File: src/rtl/mux_sel_sequencer_if.sv
// Handshake and mux-facing signals of the 8-to-1 mux scan sequencer.
// The master modport is the side that requests scans and supplies Y.
interface mux_sel_sequencer_if;
  logic       start;
  logic [7:0] data_in;
  logic       y_in;
  logic [7:0] i_out;
  logic [2:0] sel;
  logic       busy;
  logic       done;
  logic [7:0] captured;
  logic       err;

  modport master (
    output start, data_in, y_in,
    input  i_out, sel, busy, done, captured, err
  );

  modport slave (
    input  start, data_in, y_in,
    output i_out, sel, busy, done, captured, err
  );
endinterface

File: src/rtl/mux_sel_sequencer.sv
// Drives a pattern onto an 8-to-1 mux, steps its select 0..7 (DIV clocks
// per code), captures Y at the end of each step and flags mismatches.
//
// state   | meaning
// IDLE    | waiting for start; captured/err hold the last scan result
// STEP    | pattern applied, select stepping, Y sampled on divider wrap
// DONE    | single-cycle done pulse, start ignored
module mux_sel_sequencer #(
  parameter int unsigned DIV = 4
) (
  input logic                clk,
  input logic                rst,
  mux_sel_sequencer_if.slave bus
);

  typedef enum logic [1:0] {ST_IDLE, ST_STEP, ST_DONE} state_t;

  localparam logic [7:0] DIV_LAST = 8'(DIV - 1);

  state_t     state_q, state_d;
  logic [7:0] shadow_q, shadow_d;
  logic [7:0] i_out_q, i_out_d;
  logic [2:0] sel_q, sel_d;
  logic       busy_q, busy_d;
  logic       done_q, done_d;
  logic [7:0] captured_q, captured_d;
  logic       err_q, err_d;
  logic [7:0] div_q, div_d;
  logic       step_end;

  assign step_end = (state_q == ST_STEP) && (div_q == DIV_LAST);

  always_ff @(posedge clk or posedge rst) begin
    if (rst) begin
      state_q    <= ST_IDLE;
      shadow_q   <= '0;
      i_out_q    <= '0;
      sel_q      <= '0;
      busy_q     <= 1'b0;
      done_q     <= 1'b0;
      captured_q <= '0;
      err_q      <= 1'b0;
      div_q      <= '0;
    end else begin
      state_q    <= state_d;
      shadow_q   <= shadow_d;
      i_out_q    <= i_out_d;
      sel_q      <= sel_d;
      busy_q     <= busy_d;
      done_q     <= done_d;
      captured_q <= captured_d;
      err_q      <= err_d;
      div_q      <= div_d;
    end
  end

  always_comb begin
    state_d = state_q;
    case (state_q)
      ST_IDLE: if (bus.start) state_d = ST_STEP;
      ST_STEP: if (step_end && (sel_q == 3'd7)) state_d = ST_DONE;
      ST_DONE: state_d = ST_IDLE;
      default: state_d = ST_IDLE;
    endcase
  end

  always_comb begin
    shadow_d   = shadow_q;
    i_out_d    = i_out_q;
    sel_d      = sel_q;
    busy_d     = busy_q;
    done_d     = 1'b0;
    captured_d = captured_q;
    err_d      = err_q;
    div_d      = div_q;
    case (state_q)
      ST_IDLE: begin
        if (bus.start) begin
          shadow_d   = bus.data_in;
          i_out_d    = bus.data_in;
          sel_d      = '0;
          captured_d = '0;
          err_d      = 1'b0;
          div_d      = '0;
          busy_d     = 1'b1;
        end
      end
      ST_STEP: begin
        if (step_end) begin
          captured_d[sel_q] = bus.y_in;
          // compare against the shadow so data_in changes mid-scan cannot leak in
          if (bus.y_in != shadow_q[sel_q]) err_d = 1'b1;
          if (sel_q == 3'd7) begin
            busy_d = 1'b0;
            done_d = 1'b1;
          end else begin
            sel_d = sel_q + 3'd1;
            div_d = '0;
          end
        end else begin
          div_d = div_q + 8'd1;
        end
      end
      default: ;
    endcase
  end

  assign bus.i_out    = i_out_q;
  assign bus.sel      = sel_q;
  assign bus.busy     = busy_q;
  assign bus.done     = done_q;
  assign bus.captured = captured_q;
  assign bus.err      = err_q;

endmodule

File: src/flat_wrapper.sv
// flat-port wrapper written by rule: the top's interface ports become plain ports
module mux_sel_sequencer_flat 
#(
  parameter int unsigned DIV = 4
)
  (clk, rst, bus_start, bus_data_in, bus_y_in, bus_i_out, bus_sel, bus_busy, bus_done, bus_captured, bus_err);
  mux_sel_sequencer_if bus_i ();
  input logic clk;
  input logic rst;
  input wire logic [$bits(bus_i.start)-1:0] bus_start;
  input wire logic [$bits(bus_i.data_in)-1:0] bus_data_in;
  input wire logic [$bits(bus_i.y_in)-1:0] bus_y_in;
  output wire logic [$bits(bus_i.i_out)-1:0] bus_i_out;
  output wire logic [$bits(bus_i.sel)-1:0] bus_sel;
  output wire logic [$bits(bus_i.busy)-1:0] bus_busy;
  output wire logic [$bits(bus_i.done)-1:0] bus_done;
  output wire logic [$bits(bus_i.captured)-1:0] bus_captured;
  output wire logic [$bits(bus_i.err)-1:0] bus_err;
  assign bus_i.start = bus_start;
  assign bus_i.data_in = bus_data_in;
  assign bus_i.y_in = bus_y_in;
  assign bus_i_out = bus_i.i_out;
  assign bus_sel = bus_i.sel;
  assign bus_busy = bus_i.busy;
  assign bus_done = bus_i.done;
  assign bus_captured = bus_i.captured;
  assign bus_err = bus_i.err;
  mux_sel_sequencer #(.DIV(DIV)) u_core (.clk(clk), .rst(rst), .bus(bus_i));
endmodule
File: config.mk
export PLATFORM = sky130hd
export DESIGN_NAME = mux_sel_sequencer_flat
export DESIGN_NICKNAME = d
export VERILOG_FILES = /design/src/rtl/mux_sel_sequencer_if.sv /design/src/rtl/mux_sel_sequencer.sv /design/src/flat_wrapper.sv
export SDC_FILE = /design/constraint.sdc
export NUM_CORES = 1
export LEC_CHECK = 0
export CORE_UTILIZATION = 45
export CTS_CLUSTER_DIAMETER = 100
export DETAILED_ROUTE_END_ITERATION = 10
export MAX_ROUTING_LAYER = met4
export PLACE_DENSITY = 0.74
export SYNTH_ARGS = -nofsm -noshare
export SYNTH_HDL_FRONTEND = slang
export SYNTH_SLANG_ARGS = --single-unit
File: constraint.sdc
create_clock -name clk -period 2.6 [get_ports clk]
set_clock_uncertainty 0.05 [all_clocks]
set_input_delay 0.65 -clock clk [delete_from_list [all_inputs] [get_ports clk]]
set_output_delay 0.65 -clock clk [all_outputs]
set_load 0.05 [all_outputs]
======== Yosys cells after proc, flatten, opt, wreduce, memory -nomap -nowiden ========
Cells that the tools add are included.
cells by class
  equal/unequal tests ..................... 11
  reduce and logical (&&, ||, !) cells .... 12
  $lt $le $gt $ge ......................... 2
  multiplexer cells ....................... 29
  add/subtract/negate cells ............... 2
operators by type and width
  operator             count
  $mux 8               4
  $pmux 8 s2           2
  $reduce_and 4->1     3
  $mux 1               11
  $ne 2x2->1 const B   5
  $mux 3               3
  $add 8x1->8 const B  1
  $bwmux 8             1
  $eq 8x2->1 const B   1
  $pmux 3 s2           1
  $reduce_and 3->1     2
  $lt 3x4->1 const B   1
  $mux 2               2
  $pmux 1 s2           2
  $pmux 2 s2           1
  $reduce_and 2->1     2
  $add 3x1->3 const B  1
  $bmux 1 s3           1
  $demux 1 s3          1
  $eq 3x3->1 const B   1
  $ge 3x1->1 const B   1
  $logic_and 1x1->1    3
  $ne 3x3->1 const B   1
  $eq 2x1->1 const B   1
  4 further kinds      4
word-level totals
  bits in registers ....................... 32
  word-level logic and storage cells ...... 64
  output and inout port bits .............. 22
  bits of input ports ..................... 12

======== Longest topological paths before layout ========
Gate-level depths: netlist of run 1.
  depth in word-level cells ............... 7
  depth in mapped cells ................... 6

======== Worst setup path after synthesis of run 1 ========
No wires, ideal clock.
  path kind ............................... register to register
  start ................................... register u_core.sel_q[0], in the netlist u_core.bus.sel[0]
  end ..................................... register u_core.div_q[2]
  data required time ...................... 2.431 ns
  stages on the path, launching flop included .. 7
  path slack .............................. 0.725 ns
  data arrival time ....................... 1.707 ns
  setup time .............................. 0.119 ns
  cell sequence ........................... dfrtp_1 ha_1 ha_1 a41o_1 inv_2 a21boi_1 o21a_1
on the way
  word-level cells in the longest chain between the ends .. 3
ends and longest elaborated chain
  what                        line                     text
  start: declaration          mux_sel_sequencer.sv:23  logic [2:0] sel_q, sel_d;
  start signal: assignment    mux_sel_sequencer.sv:48  sel_q <= sel_d;
  $eq 3x3->1                  mux_sel_sequencer.sv:93  if (sel_q == 3'd7) begin
  $ne 3x3->1 (no line)        n/a
  $reduce_and 3->1 (no line)  n/a
  end signal: assignment      mux_sel_sequencer.sv:53  div_q <= div_d;
  end: declaration            mux_sel_sequencer.sv:28  logic [7:0] div_q, div_d;
No other way between the ends.
A chain may end at the register's enable or synchronous reset.

======== Final worst setup path of run 1 ========
  start ................................... register u_core.sel_q[2], in the netlist u_core.bus.sel[2]
  end ..................................... output port bus_sel[2]
RTL lines
  what              line                text
  end: declaration  flat_wrapper.sv:14  output wire logic [$bits(bus_i.sel)-1:0] bus_sel;
No word-level cell between the ends.

==> reports/results.tsv, run 1 <==
stage	metric	value	unit
grt	pin count of the biggest net entering global routing	33	
die	std cell rows	21	
routing	Pre-Repair DR Iteration Count	4	
placed_design	IO Port Bufs	33	
timing	Max Slew Vio Count	0	
synthesis	Synth area leaders	dfrtp_1, nand2_1, a22o_1	
timing	RSZ-0062 raised after global routing	false	
layout	Ant. Diodes	0	
routing	DRT antenna net count	0	
timing	Setup Viol. Count Final	0	
die	Die W	62.4	um
timing	final hold viol count	0	
clock_network	Post-CTS Setup Bufs	0	
synthesis	largest area contributor in the netlist	dfrtp_1	
die	Core Footprint	3420	um2
layout	share of post-route cells with drive strength above 1	0.0931	
timing	slew of the pin with the lowest slew margin	0.624	ns
clock_network	post_cts resized	0	
routing	DR DRC count	0	
setup_path	CP Class	reg -> out	
timing	Tcrit/Tclk final	0.865	
grt	vias in the first global route	1355	
synthesis	Post-Synthesis Mean Instance Area	9.87	um2
clock_network	worst-skew pair later-pin latency	0.34	ns
setup_path	Crit. End Element	output port	
pwr	power per cell area	860	nW/um2
grt	met1 Usage GRT	0.266	
min_path	worst hold-check path type	reg -> reg	
synthesis	Compound-Gate Fraction of Synth Area	0.176	
setup_path	Largest stage delay, worst path	0.81	ns
grt	gr ovfl total	0	
setup_path	R2R setup slack	0.65	ns
grt	GR peak layer	met2	
synthesis	Simple-Gate Fraction of Synth Area	0.218	
timing	Slew headroom	0.584	
clock_network	Worst-path clk slew	0.11	ns
synthesis	Post-Synth XOR/XNOR Area	0.00534	
clock_network	cts hold-fix bufs	0	
placed_design	Final GP Congestion	0.885	
clock_network	CTS Root Cell	clkbuf_4	
job	number of max-cap violations	0	
timing	crit path time final	2.25	ns
placed_design	Post-DP HPWL	2.55	mm
routing	via count	1390	
grt	initial antenna violation count	0	
placed_design	pre-CTS setup slack	0.258	ns
timing	worst hold margin	0.438	ns
timing	Final WS setup	0.351	ns
synthesis	Synth Area in Adders	0.0229	
setup_path	Top delay family on crit path	buffers and inverters	
synthesis	Async S/R FF share, synth	1.00	
clock_network	CTS tree	done	
synthesis	Synth Warn #	0	
synthesis	Synth top area share	0.489	
layout	fin nets	218	
timing	Max Freq	0.445	GHz
synthesis	Synth cell types	40	
synthesis	synthesized flop and latch total	32	
setup_path	startpoint types	register	
grt	met3 Resource Use GR	0.0643	
setup_path	Required @ worst endpoint	1.90	ns
pwr	P_leak	0.934	nW
clock_network	Max Buffers Root-to-Sink	2	
pwr	maximum VDD drop	0.458	mV
grt	first-pass GRT wire length	6.22	mm
pwr	Power Total	1.79	mW
synthesis	register area share after synthesis	0.489	
synthesis	Post-synth EDFFs	0	
setup_path	WP buf/inv	1	
clock_network	cts bufs inserted	5	
routing	wire per inst	14.5	um
die	die height	62.4	um
synthesis	proportion of synthesized area in mux cells	0.0519	
setup_path	CP max-delay cell	clkdlybuf4s50_1	
setup_path	worst-path cell chain	clkdlybuf4s50_1	
die	io pins	34	
synthesis	Main synth FF type	dfrtp_1	
grt	met2 Usage GRT	0.337	
synthesis	mapped cell area	1640	um2
layout	Area Growth Syn to Fin	27.1	%
die	initial core utilization	0.480	
routing	initial DRC count	43	
timing	Setup TNS	0	ns
routing	WL final	3.61	mm
setup_path	crit path DAT	1.55	ns
synthesis	main combinational cell family by area after synthesis	simple AND/OR/NAND/NOR gates	
run_status	outcome	complete, no violations	
synthesis	Synth Net Count	181	
grt	All-Layer GR Usage	0.216	
die	die area	3890	um2
setup_path	CP max FO	2	
routing	vias per cell	5.56	
clock_network	clock sink count	32	
clock_network	CTS H-tree depth	2	
synthesis	Cells after Synth	166	
cells in the final DEF, fill, tap and decap left out, types with 2 or more instances in the layout:
| cell | instances |
|---|---|
| a21boi_1 | 2 |
| a21oi_1 | 10 |
| a22o_1 | 8 |
| a31oi_1 | 3 |
| a41oi_1 | 2 |
| and2_1 | 4 |
| and3_1 | 4 |
| buf_4 | 5 |
| clkbuf_1 | 2 |
| clkbuf_4 | 5 |
| clkdlybuf4s50_1 | 33 |
| dfrtp_1 | 32 |
| ha_1 | 3 |
| inv_1 | 5 |
| mux2_2 | 2 |
| mux4_1 | 2 |
| nand2_1 | 32 |
| nand2b_1 | 3 |
| nand3_1 | 5 |
| nand4_1 | 2 |
| nor2_1 | 4 |
| nor2b_1 | 3 |
| nor3_1 | 2 |
| nor3b_2 | 2 |
| o21ai_0 | 5 |
| o21ai_1 | 5 |
| o22ai_1 | 4 |
area by class of cell:
cell class              count  area, um2
multi-input cells         120        776
well taps                  46       57.6
inverters                   6       22.5
clock buffers               8       58.8
flip-flops and latches     32        801
fillers                   297       1330
repair buffers             38        368
through the flow:
step | instance area [um2] | cells | util
detailed placement | 2020 | 242 | 0.593
CTS | 2080 | 250 | 0.610
global placement | 2020 | 242 | 0.593
global route | 2080 | 250 | 0.610
floorplan | 1640 | 166 | -
finish | 2080 | 250 | 0.610
cell usage after synthesis (all sizes together), types with 4 or more instances:
| master | instances |
|---|---|
| nor2 | 4 |
| nand2 | 32 |
| o22ai | 4 |
| a21oi | 10 |
| nand3 | 6 |
| dfrtp | 32 |
| and2 | 4 |
| and3 | 4 |
| inv | 6 |
| buf | 6 |
| a22o | 8 |
| o21ai | 11 |
power by group:
group	switching, mW	total [mW]	internal (mW)
clock network	0.167	0.300	0.133
logic	0.421	0.735	0.314
registers	0.146	0.757	0.611
total	0.734	1.79	1.06
metal layers:
metal | vias to the layer above | routed length, um
li1 | 677 | -
met1 | 662 | 1580
met2 | 44 | 1780
met3 | 7 | 189
met4 | 0 | 65
met5 | - | 0
worst paths after layout:
kind	start	to	depth (start not counted)
setup / recovery	u_core.bus.sel[2]	bus_sel[2]	1
min in group asynchronous	rst	u_core.bus.sel[0]	3
hold reg to reg	u_core.bus.busy	u_core.bus.busy	1
setup reg to reg	u_core.div_q[0]	u_core.bus.sel[0]	5
hold / removal	u_core.bus.busy	u_core.bus.busy	1
max in group asynchronous	rst	u_core.div_q[3]	3
logic make-up after synthesis:
kind of cell,Yosys count
XOR/XNOR,1
buffers and inverters,14
AND/OR/NAND/NOR,67
flip-flops,32
multiplexers,5
adder cells (fa/ha/maj),3
AO/OA/AOI/OAI,44
state kept, by name, indices dropped and copies added, names as in the netlist:
register	count
u_core.bus.i_out	8
u_core.bus.err	1
u_core.div_q	8
u_core.bus.busy	1
u_core.state_q	2
u_core.bus.sel	3
u_core.bus.done	1
u_core.bus.captured	8
Power figures use the tool's default switching activity.
==> inputs of run 2 (changes only) <==
Settings changed: CAP_MARGIN from default to 20, PLACE_DENSITY 0.74 to 0.76.
Clock period 2.6 ns to 1.95 ns, I/O delays scaled along.
==> run 2 against run 1 <==
  * Die area unchanged
  * Hold slack worse by 0.0023 ns
  * Final area unchanged
  * Largest power group unchanged
==> reports/results.tsv, run 2 (synthesized netlist as in run 1, its figures left out) <==
stage	metric	value	unit
run_status	outcome	complete, no violations	
grt	initial antenna violation count	0	
timing	Tcrit/Tclk final	0.932	
timing	slew of the pin with the lowest slew margin	0.471	ns
min_path	worst hold-check path type	reg -> reg	
clock_network	Worst-path clk slew	0.10	ns
grt	pin count of the biggest net entering global routing	33	
die	die area	3890	um2
timing	RSZ-0062 raised after global routing	false	
clock_network	worst-skew pair later-pin latency	0.33	ns
timing	crit path time final	1.82	ns
clock_network	CTS Root Cell	clkbuf_4	
placed_design	placed inst area	2040	um2
clock_network	CTS tree	done	
layout	share of post-route cells with drive strength above 1	0.217	
pwr	P_leak	0.997	nW
routing	DRT antenna net count	0	
grt	All-Layer GR Usage	0.220	
pwr	maximum VDD drop	0.586	mV
grt	first-pass GRT wire length	6.45	mm
setup_path	startpoint types	register	
clock_network	CTS H-tree depth	2	
placed_design	Post-DP HPWL	2.72	mm
clock_network	cts hold-fix bufs	0	
layout	fin nets	222	
die	std cell rows	21	
placed_design	IO Port Bufs	33	
clock_network	clock sink count	32	
die	Die W	62.4	um
die	io pins	34	
setup_path	CP max FO	7	
timing	Setup Viol. Count Final	0	
pwr	power per cell area	1150	nW/um2
setup_path	Crit. End Element	register	
die	Core Footprint	3420	um2
grt	vias in the first global route	1464	
grt	gr ovfl total	0	
routing	Pre-Repair DR Iteration Count	4	
job	number of max-cap violations	0	
die	initial core utilization	0.480	
routing	WL final	3.66	mm
placed_design	Final GP Congestion	0.884	
layout	post-route cell area	2080	um2
timing	Setup TNS	0	ns
clock_network	Post-CTS Setup Bufs	0	
die	die height	62.4	um
timing	final hold viol count	0	
timing	worst hold margin	0.435	ns
setup_path	CP Class	reg -> reg	
routing	via count	1428	
timing	Max Slew Vio Count	0	
setup_path	Required @ worst endpoint	2.13	ns
clock_network	cts bufs inserted	5	
timing	Slew headroom	0.686	
routing	wire per inst	14.5	um
timing	Max Freq	0.550	GHz
setup_path	crit path DAT	1.99	ns
timing	Final WS setup	0.133	ns
clock_network	Max Buffers Root-to-Sink	2	
layout	Area Growth Syn to Fin	27.1	%
routing	vias per cell	5.64	
placed_design	pre-CTS setup slack	0.0137	ns
clock_network	post_cts resized	0	
routing	initial DRC count	57	
layout	Ant. Diodes	0	
layout	most frequent cells in the layout	nand2_1, dfrtp_1, buf_4, clkdlybuf4s50_1, a21oi_1	
routing	DR DRC count	0	
==> run 2: changes by cell type in the layout (fill, tap and decap cells not counted) <==
| cell | change |
|---|---|
| buf_12 | +3 |
| buf_4 | +23 |
| clkdlybuf4s50_1 | -22 |
| clkinv_2 | +1 |
| clkbuf_1 | -1 |
| clkbuf_8 | -1 |
==> run 2: area by class of cell <==
type / count / area, um2
Tap cell: 46 / 57.6
Inverter: 6 / 22.5
Clock inverter: 1 / 5.00
Fill cell: 312 / 1330
Clock buffer: 6 / 41.3
Timing Repair Buffer: 42 / 380
Multi-Input combinational cell: 120 / 776
Sequential cell: 32 / 801
==> run 2: worst max-delay path: stages (launching register included) <==
cell and delay (ns):
dfrtp_1 0.42, ha_1 0.19, nor3b_2 0.30, and3_1 0.37, o21ai_2 0.13, mux2_2 0.28
==> run 2: metal layers <==
layer	up-vias	track usage	share of wire
met5	-	-	0
met4	0	0.0814	0.021
met3	9	0.0625	0.049
met2	46	0.370	0.49
met1	697	0.250	0.44
li1	676	-	-
==> run 2: where the power goes <==
| part | leakage (nW) | switching [mW] | internal (mW) | total, mW |
|---|---|---|---|---|
| combinational | 0.556 | 0.551 | 0.451 | 1.00 |
| clock | 0.0281 | 0.215 | 0.133 | 0.348 |
| sequential | 0.413 | 0.228 | 0.814 | 1.04 |
==> run 2: final timing paths <==
check | from | to | slack, ns | cells past startpoint
max | u_core.div_q[0] | u_core.bus.sel[0] | 0.13 | 5
min | u_core.bus.busy | u_core.bus.busy | 0.44 | 1
max reg2reg | u_core.div_q[0] | u_core.bus.sel[0] | 0.13 | 5
min reg2reg | u_core.bus.busy | u_core.bus.busy | 0.44 | 1
max in group asynchronous | rst | u_core.div_q[6] | 1.07 | 3
min in group asynchronous | rst | u_core.bus.sel[0] | 0.48 | 3
==> run 2: metrics by stage <==
step	std cells	power [mW]	util
detailed placement	246	2.05	0.596
floorplan	166	1.70	-
global placement	246	2.02	0.596
global route	253	2.54	0.610
finish	253	2.39	0.610
CTS	253	2.40	0.610
==> inputs of run 3 (changes only) <==
--- a/constraint.sdc
+++ b/constraint.sdc
@@ -3,3 +3,3 @@
 set_input_delay 0.4875 -clock clk [delete_from_list [all_inputs] [get_ports clk]]
 set_output_delay 0.4875 -clock clk [all_outputs]
-set_load 0.05 [all_outputs]
+set_load 0.01 [all_outputs]
==> run 3 against run 2 <==
  * Core utilization rose by 0.33 points
  * Non-clock buffer count did not move
  * Fmax fell by 3.3%
  * Register-to-register slack got worse by 0.06 ns
  * Power fell by 11%
==> reports/results.tsv, run 3 (synthesized netlist as in run 1, its figures left out) <==
stage	metric	value	unit
timing	Slew headroom	0.672	
min_path	Worst Hold Path Cells	2	
grt	vias in the first global route	1390	
setup_path	Largest stage delay, worst path	0.57	ns
run_status	outcome	complete, no violations	
die	die area	3890	um2
pwr	internal power	1.37	mW
die	std cell rows	21	
setup_path	CP max-delay cell	clkdlybuf4s50_1	
setup_path	startpoint types	register	
setup_path	R2R setup slack	0.07	ns
layout	Ant. Diodes	0	
routing	via count	1408	
pwr	maximum VDD drop	0.363	mV
grt	first-pass GRT wire length	6.23	mm
pwr	P_leak	0.943	nW
pwr	power per cell area	1020	nW/um2
pwr	Psw	0.766	mW
grt	initial antenna violation count	0	
die	die height	62.4	um
placed_design	placed inst area	2050	um2
setup_path	WP buf/inv	1	
timing	Tcrit/Tclk final	0.964	
pwr	Sw Share	0.359	
timing	Setup Viol. Count Final	0	
setup_path	Worst R2R End	u_core.bus.sel[0]	
min_path	worst hold-check path type	reg -> reg	
clock_network	CTS Root Cell	clkbuf_4	
layout	Multi-input gate area	776	um2
pwr	Comb pwr share	0.364	
timing	final hold viol count	0	
clock_network	Max Buffers Root-to-Sink	2	
layout	Reg area	803	um2
pwr	Reg power frac	0.485	
setup_path	CP Class	reg -> out	
timing	slew of the pin with the lowest slew margin	0.492	ns
routing	DR DRC count	0	
setup_path	Crit. End Element	output port	
clock_network	worst-skew pair later-pin latency	0.33	ns
layout	Fillers	329	
die	Die W	62.4	um
layout	most frequent cells in the layout	clkdlybuf4s50_1, nand2_1, dfrtp_1, a21oi_1, buf_4	
setup_path	crit path DAT	1.34	ns
placed_design	IO Port Bufs	33	
clock_network	cts bufs inserted	5	
clock_network	Post-CTS Setup Bufs	0	
routing	Pre-Repair DR Iteration Count	4	
timing	crit path time final	1.88	ns
routing	initial DRC count	67	
setup_path	worst-path cell chain	clkdlybuf4s50_1	
routing	wire per inst	14.8	um
setup_path	Worst Reg2Reg Path Length in Cells	5	
timing	Max Slew Vio Count	0	
die	Core Footprint	3420	um2
setup_path	worst r2r src	u_core.div_q[1]	
routing	vias per cell	5.61	
layout	share of post-route cells with drive strength above 1	0.117	
setup_path	start point of the critical path	u_core.bus.sel[2]	
timing	worst hold margin	0.459	ns
placed_design	Post-DP HPWL	2.69	mm
die	initial core utilization	0.480	
layout	Util after Layout	0.613	
setup_path	CP max FO	6	
clock_network	Worst-path clk slew	0.09	ns
clock_network	CTS H-tree depth	2	
setup_path	Required @ worst endpoint	1.41	ns
routing	WL final	3.70	mm
min_path	min-delay src	u_core.bus.i_out[4]	
timing	Final WS setup	0.0708	ns
job	number of max-cap violations	0	
grt	gr ovfl total	0	
clock_network	clock sink count	32	
die	io pins	34	
grt	pin count of the biggest net entering global routing	33	
layout	fin nets	222	
layout	Area Growth Syn to Fin	27.8	%
setup_path	Top delay family on crit path	buffers and inverters	
min_path	Hold Path Sink	u_core.bus.i_out[4]	
placed_design	pre-CTS setup slack	-0.00594	ns
layout	post-route cell area	2090	um2
pwr	clock share of power	0.151	
routing	DRT antenna net count	0	
clock_network	CTS tree	done	
layout	commonest non-fill, non-tap cell in the layout	clkdlybuf4s50_1	
timing	RSZ-0062 raised after global routing	false	
placed_design	Final GP Congestion	0.849	
timing	Max Freq	0.532	GHz
timing	Setup TNS	0	ns
grt	All-Layer GR Usage	0.214	
run 3: power groups by stage:
| stage | sequential [mW] | combinational [mW] | clock (mW) |
|---|---|---|---|
| after floorplan | 1.03 | 0.461 | 0 |
| after global placement | 1.03 | 0.742 | 0 |
| after detailed placement | 1.04 | 0.776 | 0 |
| after CTS | 1.03 | 0.779 | 0.329 |
| after global routing | 1.06 | 0.849 | 0.364 |
| final | 1.03 | 0.778 | 0.323 |
run 3: worst max-delay path by stage:
stage | endpoint | cells past startpoint
final | bus_sel[2] | 1
after floorplan | u_core.bus.sel[0] | 6
after detailed placement | u_core.bus.err | 4
after CTS | bus_sel[2] | 1
after global routing | u_core.bus.sel[0] | 5
after global placement | u_core.bus.err | 4
run 3: metrics by stage:
| stage | power (mW) | cells |
|---|---|---|
| 2_1_floorplan | 1.49 | 166 |
| 5_1_grt | 2.27 | 251 |
| 3_5_place_dp | 1.82 | 246 |
| 3_3_place_gp | 1.77 | 246 |
| 4_1_cts | 2.14 | 251 |
| 6_report | 2.14 | 251 |
run 3: what timing repair did:
item | CTS | global route
resized for setup | 0 | 2
hold buffers | 0 | 0
endpoints found under the setup margin | 0 | 2
run 3: final cells by class:
class,count,area share
Timing Repair Buffer,42,0.190
Multi-Input combinational cell,120,0.370
Sequential cell,32,0.384
Tap cell,46,0.0275
Clock buffer,5,0.0179
Inverter,6,0.0108
run 3: layer usage:
layer | global-route usage | share of wire | wire, um | vias to the layer above
li1 | - | - | - | 673
met1 | 0.258 | 0.45 | 1660 | 670
met2 | 0.338 | 0.48 | 1760 | 57
met3 | 0.0643 | 0.057 | 210 | 8
met4 | 0.0785 | 0.017 | 64 | 0
met5 | - | 0 | 0 | -
